## config.mk

```make
export PLATFORM = sky130hd
export DESIGN_NAME = subtractor_sequencer_flat
export DESIGN_NICKNAME = d
export VERILOG_FILES = /design/src/rtl/subtractor_sequencer_if.sv /design/src/rtl/subtractor_sequencer.sv /design/src/flat_wrapper.sv
export SDC_FILE = /design/constraint.sdc
export NUM_CORES = 1
export LEC_CHECK = 0
export ABC_CLOCK_PERIOD_IN_PS = 4200
export CAP_MARGIN = 0
export CORE_MARGIN = 5
export CORE_UTILIZATION = 30
export CTS_BUF_LIST = sky130_fd_sc_hd__clkbuf_8 sky130_fd_sc_hd__clkbuf_16
export DETAILED_ROUTE_END_ITERATION = 12
export SLEW_MARGIN = 30
export SYNTH_ARGS = -nofsm -noshare
export SYNTH_HDL_FRONTEND = slang
export SYNTH_SLANG_ARGS = --single-unit
```

## constraint.sdc

```tcl
create_clock -name clk -period 4.2 [get_ports clk]
set_input_delay 0.84 -clock clk [delete_from_list [all_inputs] [get_ports clk]]
set_output_delay 0.84 -clock clk [all_outputs]
set_load 0.01 [all_outputs]
```

## src/rtl/subtractor_sequencer_if.sv

```systemverilog
// -----------------------------------------------------------------------------
// subtractor_sequencer_if
//   Handshake and data bundle for the multi-cycle nibble-serial subtractor.
//   Signals:
//     start  : request a subtraction (master -> slave)
//     A, B   : minuend / subtrahend, WIDTH bits (master -> slave)
//     busy   : operation in flight, high in RUN and DONE (slave -> master)
//     done   : one-cycle result-valid pulse (slave -> master)
//     Diff   : registered result A - B mod 2^WIDTH (slave -> master)
//     Bout   : final unsigned borrow, 1 when A < B (slave -> master)
//     Zero   : Diff == 0, registered with Diff (slave -> master)
// -----------------------------------------------------------------------------
interface subtractor_sequencer_if #(
  parameter int WIDTH = 16
);
  logic             start;
  logic [WIDTH-1:0] A;
  logic [WIDTH-1:0] B;
  logic             busy;
  logic             done;
  logic [WIDTH-1:0] Diff;
  logic             Bout;
  logic             Zero;

  modport master (
    output start, A, B,
    input  busy, done, Diff, Bout, Zero
  );

  modport slave (
    input  start, A, B,
    output busy, done, Diff, Bout, Zero
  );
endinterface

```

## src/rtl/subtractor_sequencer.sv

```systemverilog
// -----------------------------------------------------------------------------
// subtractor_sequencer
//   Unsigned WIDTH-bit subtractor (Diff = A - B) built from one 4-bit
//   borrow-ripple slice of four full_subtractor cells, reused once per nibble,
//   least significant nibble first. The borrow between nibbles is registered.
//   WIDTH must be a multiple of 4 and at least 4.
//   Ports:
//     clk : clock, rising edge
//     rst : asynchronous, active-high reset
//     s   : subtractor_sequencer_if.slave (start/A/B in, busy/done/Diff/Bout/Zero out)
// -----------------------------------------------------------------------------

// Single-bit full subtractor: o_d = i_a - i_b - i_bin, o_bout = borrow out.
module full_subtractor (
  input  logic i_a,
  input  logic i_b,
  input  logic i_bin,
  output logic o_d,
  output logic o_bout
);
  assign o_d    = i_a ^ i_b ^ i_bin;
  assign o_bout = (~i_a & i_b) | (~(i_a ^ i_b) & i_bin);
endmodule

module subtractor_sequencer #(
  parameter int WIDTH = 16
) (
  input  logic                  clk,
  input  logic                  rst,
  subtractor_sequencer_if.slave s
);
  localparam int NIB = WIDTH / 4;
  localparam int CW  = (NIB > 1) ? $clog2(NIB) : 1;

  typedef enum logic [1:0] {
    ST_IDLE,
    ST_RUN,
    ST_DONE
  } state_t;

  state_t           r_state;
  logic [WIDTH-1:0] r_a;
  logic [WIDTH-1:0] r_b;
  logic [CW-1:0]    r_cnt;
  logic             r_borrow;
  logic [WIDTH-1:0] r_diff;
  logic             r_bout;
  logic             r_zero;
  logic             r_busy;
  logic             r_done;

  // Current nibble selection: bit offset 4*k formed by appending two zeros.
  logic [CW+1:0]    w_shamt;
  logic [3:0]       w_a_nib;
  logic [3:0]       w_b_nib;
  logic [3:0]       w_slice;
  logic             w_b1, w_b2, w_b3, w_b4;
  logic [WIDTH-1:0] w_mask;
  logic [WIDTH-1:0] w_diff_next;
  logic             w_last;

  assign w_shamt = {r_cnt, 2'b00};
  assign w_a_nib = 4'(r_a >> w_shamt);
  assign w_b_nib = 4'(r_b >> w_shamt);

  // Borrow ripple through the four cells; the chain is unrolled so each link
  // is its own net.
  full_subtractor u_fs0 (.i_a(w_a_nib[0]), .i_b(w_b_nib[0]), .i_bin(r_borrow),
                         .o_d(w_slice[0]), .o_bout(w_b1));
  full_subtractor u_fs1 (.i_a(w_a_nib[1]), .i_b(w_b_nib[1]), .i_bin(w_b1),
                         .o_d(w_slice[1]), .o_bout(w_b2));
  full_subtractor u_fs2 (.i_a(w_a_nib[2]), .i_b(w_b_nib[2]), .i_bin(w_b2),
                         .o_d(w_slice[2]), .o_bout(w_b3));
  full_subtractor u_fs3 (.i_a(w_a_nib[3]), .i_b(w_b_nib[3]), .i_bin(w_b3),
                         .o_d(w_slice[3]), .o_bout(w_b4));

  // Diff with nibble k replaced by the slice result; Zero is taken from this
  // full value so it matches Diff on the done edge.
  assign w_mask      = WIDTH'(4'hF) << w_shamt;
  assign w_diff_next = (r_diff & ~w_mask) | (WIDTH'(w_slice) << w_shamt);
  assign w_last      = (r_cnt == CW'(NIB - 1));

  // NOTE: every piece of state, including the operand and result registers,
  // is reset; all are plain flops and reset is cheap insurance against X.
  always_ff @(posedge clk or posedge rst) begin
    if (rst) begin
      r_state  <= ST_IDLE;
      r_a      <= '0;
      r_b      <= '0;
      r_cnt    <= '0;
      r_borrow <= 1'b0;
      r_diff   <= '0;
      r_bout   <= 1'b0;
      r_zero   <= 1'b0;
      r_busy   <= 1'b0;
      r_done   <= 1'b0;
    end else begin
      // NOTE: non-blocking assignments so every register samples the values
      // from before this edge, independent of statement order.
      unique case (r_state)
        ST_IDLE: begin
          if (s.start) begin
            r_a      <= s.A;
            r_b      <= s.B;
            r_diff   <= '0;
            r_borrow <= 1'b0;
            r_cnt    <= '0;
            r_busy   <= 1'b1;
            r_state  <= ST_RUN;
          end
        end
        ST_RUN: begin
          r_diff   <= w_diff_next;
          r_borrow <= w_b4;
          r_cnt    <= r_cnt + CW'(1);
          if (w_last) begin
            r_bout  <= w_b4;
            r_zero  <= (w_diff_next == '0);
            r_done  <= 1'b1;
            r_state <= ST_DONE;
          end
        end
        ST_DONE: begin
          // start is deliberately not looked at here: requests are not queued.
          r_done  <= 1'b0;
          r_busy  <= 1'b0;
          r_state <= ST_IDLE;
        end
        default: r_state <= ST_IDLE;
      endcase
    end
  end

  assign s.busy = r_busy;
  assign s.done = r_done;
  assign s.Diff = r_diff;
  assign s.Bout = r_bout;
  assign s.Zero = r_zero;
endmodule

```

## src/flat_wrapper.sv

```systemverilog
// flat-port wrapper written by rule: the top's interface ports become plain ports
module subtractor_sequencer_flat 
#(
  parameter int WIDTH = 16
)
  (clk, rst, s_start, s_A, s_B, s_busy, s_done, s_Diff, s_Bout, s_Zero);
  subtractor_sequencer_if #(.WIDTH(WIDTH)) s_i ();
  input  logic clk;
  input  logic rst;
  input wire logic [$bits(s_i.start)-1:0] s_start;
  input wire logic [$bits(s_i.A)-1:0] s_A;
  input wire logic [$bits(s_i.B)-1:0] s_B;
  output wire logic [$bits(s_i.busy)-1:0] s_busy;
  output wire logic [$bits(s_i.done)-1:0] s_done;
  output wire logic [$bits(s_i.Diff)-1:0] s_Diff;
  output wire logic [$bits(s_i.Bout)-1:0] s_Bout;
  output wire logic [$bits(s_i.Zero)-1:0] s_Zero;
  assign s_i.start = s_start;
  assign s_i.A = s_A;
  assign s_i.B = s_B;
  assign s_busy = s_i.busy;
  assign s_done = s_i.done;
  assign s_Diff = s_i.Diff;
  assign s_Bout = s_i.Bout;
  assign s_Zero = s_i.Zero;
  subtractor_sequencer #(.WIDTH(WIDTH)) u_core (.clk(clk), .rst(rst), .s(s_i));
endmodule
```

# Word-level counts from Yosys, hierarchy flattened
# Index checks and enable logic that the tools add are counted.
# op_classes
n_eq_ne	5
bitwise	31
order_cmp	0
n_addsub	1
n_reduce_logical	11
n_mux	13
n_shift	4
n_div	0
n_mul	0
# ops
cell	n
one-hot mux 16 bit (2 select lines)	1
>> shifter 16 x 4 -> 4 bit	2
AND 16 bit	1
logical NOT 16 bit	1
two-way mux 16 bit	1
inverter 16 bit	1
bitwise OR 16 bit	1
<< shifter 4 x 4 -> 16 bit	1
<< shifter 4 x 4 -> 16 bit (first input constant)	1
AND reduction 2 bit	6
AND 1 bit	8
inverter 1 bit	8
one-hot mux 2 bit (2 select lines)	2
XOR 1 bit	8
two-way mux 2 bit	3
one-hot mux 1 bit (2 select lines)	3
nonzero test 2 bit	3
== test 2 bit (second input constant)	2
bitwise OR 1 bit	4
two-way mux 1 bit	3
adder 2 x 1 -> 2 bit (second input constant)	1
== test 2 x 1 -> 1 bit (second input constant)	1
logical NOT 2 bit	1
inequality test 2 x 1 -> 1 bit (second input constant)	1
inequality test 2 bit (second input constant)	1
# totals
mem_bits_ro	0
latchBits	0
n_memories	0
elab_cells	75
mem_bits_rw	0
inputBits	35
register_bits	57

# Depth between registers and ports, before layout
# logic_depth
ltp_word	13
ltp_mapped	11
ltp_nobuf	10

# Hierarchy
# A second synthesis with hierarchy kept.
# hier_totals
cells_unflattened	259
area_unflattened_um2	2641.3
# modules_own_cells
module	cells_per_inst	instances	seq_area_each_um2	area_each_um2
subtractor_sequencer	243	1	1426.4	2516.2
full_subtractor	4	4	0.0	31.3

# Least setup slack after synthesis
# Ideal clock, no wire load.
# synth_path
kind	reg-to-reg
start	register u_core.r_cnt[0]
end	register u_core.r_zero (netlist: u_core.s.Zero)
path_stages_with_launch	10
path_buffers	2
setup_time_ns	0.096
synth_period_minus_slack_ns	3.270
t_arrival_ns	3.174
setup_slack_ns	0.930
cell_sequence	dfrtp_1 buf_2 buf_4 mux4_2 fa_1 fa_1 fa_1 nor4b_1 o221ai_1 o31ai_1
# synth_between
elab_chain_cells	13
word_cells_on_any_way	33
# synth_rtl
item	line_no	text
start, declared	subtractor_sequencer.sv:44	logic [CW-1:0] r_cnt;
start signal, assigned	subtractor_sequencer.sv:115	r_cnt <= r_cnt + CW'(1);
>> shifter 16 x 4 -> 4 bit, on equally long branches	subtractor_sequencer.sv:63, subtractor_sequencer.sv:64	
XOR 1 bit	subtractor_sequencer.sv:21, subtractor_sequencer.sv:22	
inverter 1 bit	subtractor_sequencer.sv:22	assign o_bout = (~i_a & i_b) | (~(i_a ^ i_b) & i_bin);
AND 1 bit	subtractor_sequencer.sv:22	
bitwise OR 1 bit	subtractor_sequencer.sv:22	
AND 1 bit	subtractor_sequencer.sv:22	
bitwise OR 1 bit	subtractor_sequencer.sv:22	
AND 1 bit	subtractor_sequencer.sv:22	
bitwise OR 1 bit	subtractor_sequencer.sv:22	
XOR 1 bit	subtractor_sequencer.sv:21	assign o_d = i_a ^ i_b ^ i_bin;
<< shifter 4 x 4 -> 16 bit	subtractor_sequencer.sv:80	assign w_diff_next = (r_diff & ~w_mask) | (WIDTH'(w_slice) << w_shamt);
bitwise OR 16 bit	subtractor_sequencer.sv:80	
logical NOT 16 bit	subtractor_sequencer.sv:118	r_zero <= (w_diff_next == '0);
end signal, assigned	subtractor_sequencer.sv:118	
end, declared	subtractor_sequencer.sv:48	logic r_zero;
# Parallel ways exist; a longest one is shown, timed or not.
# A chain may end at the register's enable or synchronous reset.

# Worst setup path after layout
# Same ends and word-level chain as after synthesis.

==> metrics.txt <==
crit path DAT=approximately 3.7 ns; dpl hpwl=roughly 4.4 mm; Final Setup Violations=0; 1st-iter DRT viols=~110; core area=0.009109 mm2; Gate Count Post-Synth=195; Crit Reg-Reg Startpoint=u_core.r_cnt[0]; PostCTS Resize Cnt=0; DIE AREA=0.01121 mm2; Distinct cells, synth=33; fmax=roughly 0.29 GHz; Hold WC Path Type=reg2reg; Total Wirelength=5.910 mm; CP top delay family=adder cells; Critical Path Start Type=register; CTS sink cnt=57; cts bufs inserted=9; Synth-to-Final Area Change=28.81%; io pins=55; Slowest-stage cell, CP=mux4_2; Final min period=3.456 ns; RSZ-0062 raised after global routing=false; antenna violations before repair=0; routed len/inst=between 15 and 20 um; CTS Hold Buffers Added=0; H-tree Lvls=3; R2R setup slack=around 0.74 ns; share of cells above drive strength 1=23.55%; post-synthesis instance area=0.002758 mm2; HP Start=u_core.s.Zero; vias in the first global route=1885; Max-slew headroom=49.64%; maxcap violations=0; TritonCTS clock tree=yes; # DRC=0; list of most frequent post-synthesis cells=dfrtp_1, mux2_4, inv_1; total number of vias=approximately 1.7k; Core Util, Final=between 30% and 40%; Detail Route Antenna Nets=0; worst path bufs/invs=1; count leader, synth=dfrtp_1; clock slew at reported path FFs=0.06 ns; Core Rows=35; Crit path top cell by count=fa_1; Diodes inserted=0; worst reg2reg path depth=8; YS warnings=0; hold path depth=2; syn avg cell area=14.14 um2; Die H=105.9 um; worst hold endpoint=u_core.s.Zero; Peak VDD IR=0.0003470 V; worst-path fanout max=12; Detailed Routing Iterations Pass 1=4; Pleak=0.001557 uW; Setup TNS=0 ns; largest cells by area after synthesis=dfrtp_1, mux2_4, mux4_2; Synth async-reset ratio=100.0%; status=finished clean; global route total overflow=0; DR vias/cell=4.724; Final Hold Violating Endpoints=0; reg-to-reg endpoint=u_core.s.Zero; pwr dens=856.2 mW/mm2; period utilization=82.29%; sequential cell area fraction in the yosys report=between 50% and 60%; Nets=approximately 300; PnR Total Power=3041 uW; clock latency on the worst-skew pair=between 0.3 and 0.4 ns; ys flop type=dfrtp_1; pin count of the biggest net entering global routing=38; Tightest Pin Transition=0.7543 ns; CP cell instances=buf_4 -> mux4_2 -> fa_1 -> fa_1 -> fa_1 -> nor4b_1 -> o221ai_1 -> o31ai_1; Crit path largest cell delay=0.55 ns; Yosys top cell area share=between 50 and 60%; post-CTS repair timing setup buffer count=0; syn_nets=about 240; Setup Skew=0.005120 ns; first-pass GRT wire length=9.867 mm; Die Wd=around 110 um; Hold WS=0.4968 ns; Synth area leader=dfrtp_1; GRT Util Overall=a little under an eighth; Seq cells post-synth=57; crit end category=register; max-slew violation count=0; clock tree buffer depth=2; root buf cell=clkbuf_8; starting density of the core=a little under a third; Worst Path Required=between 4 and 5 ns; Post-synth EDFFs=0; routability congestion estimate=0.8014; port bufs=54; Crit Path Category=reg2reg
sequential cells by signal, summed over array words and instances (netlist names):
name             cells
u_core.r_a          16
u_core.r_cnt         2
u_core.s.busy        1
u_core.r_borrow      1
u_core.s.Bout        1
u_core.s.Zero        1
u_core.r_state       2
u_core.s.Diff       16
u_core.r_b          16
u_core.s.done        1
tightest hold or removal path: cells and delay by family (launching register included):
kind | cells | cell delay [ns]
AO/OA/AOI/OAI | 1 | 0.05
flip-flops | 1 | 0.36
AND/OR/NAND/NOR | 1 | 0.05
cells by family after synthesis:
logic type      count (synthesis)  share of synthesized area [%]
compound gates                 31                          7.623
fa+ha+maj                       8                          4.719
buf+inv                        32                          6.760
flops                          57                          51.72
mux                            40                          23.68
simple gates                   27                          5.490
routing by layer:
| metal | vias to the layer above | part of all wire (%) | GRT usage [%] | wire (um) |
|---|---|---|---|---|
| met4 | 0 | 0.83 | 3.238 | 49 |
| met5 | - | 0 | 0 | 0 |
| met3 | 6 | 7.8 | 5.083 | 460 |
| met2 | 75 | 47 | 17.67 | 2798 |
| li1 | 806 | - | - | - |
| met1 | 861 | 44 | 14.67 | 2601 |
stage by stage:
step | cells | worst slack [ns] | area, um2
finish | 370 | 0.7438 | 3552
global route | 370 | 0.4806 | 3552
CTS | 370 | 0.7171 | 3552
detailed placement | 354 | 0.7605 | 3359
global placement | 354 | 0.8118 | 3359
floorplan | 195 | 0.9303 | 2758
final cells by class:
cell class              count  area, um2
fillers                   888       5557
flip-flops and latches     57       1426
multi-input cells         106       1145
repair buffers             57      563.0
clock buffers              13      178.9
well taps                 111      138.9
inverters                  23      86.33
clock inverters             3      13.76
worst max path at each step:
stage	from	to	slack, ns	cells after the start
4_1_cts	u_core.r_cnt[0]	u_core.s.Zero	0.72	8
5_1_grt	u_core.r_cnt[0]	u_core.s.Zero	0.48	8
3_5_place_dp	u_core.r_cnt[0]	u_core.s.Zero	0.76	8
3_3_place_gp	u_core.r_cnt[0]	u_core.s.Zero	0.81	8
6_report	u_core.r_cnt[0]	u_core.s.Zero	0.74	8
2_1_floorplan	u_core.r_cnt[0]	u_core.s.Zero	0.93	9
power breakdown:
part,switching [uW],internal [uW]
Clock,211,274
Sequential,191,809
Combinational,715,841
cells in the final DEF, fill, tap and decap left out, types with 2 or more instances in the layout:
cell type / n
nor2_1: 2
clkbuf_8: 13
o22ai_1: 14
ha_1: 4
clkdlybuf4s50_1: 54
a21oi_1: 3
clkinv_2: 2
mux2_4: 30
dfrtp_1: 57
buf_4: 3
nor4_1: 2
inv_1: 23
nand2_1: 15
a32o_1: 3
o21ai_0: 4
a22o_1: 2
mux4_2: 8
fa_1: 4
mux2_2: 2
Note: power is estimated with default switching activity, not from simulation.
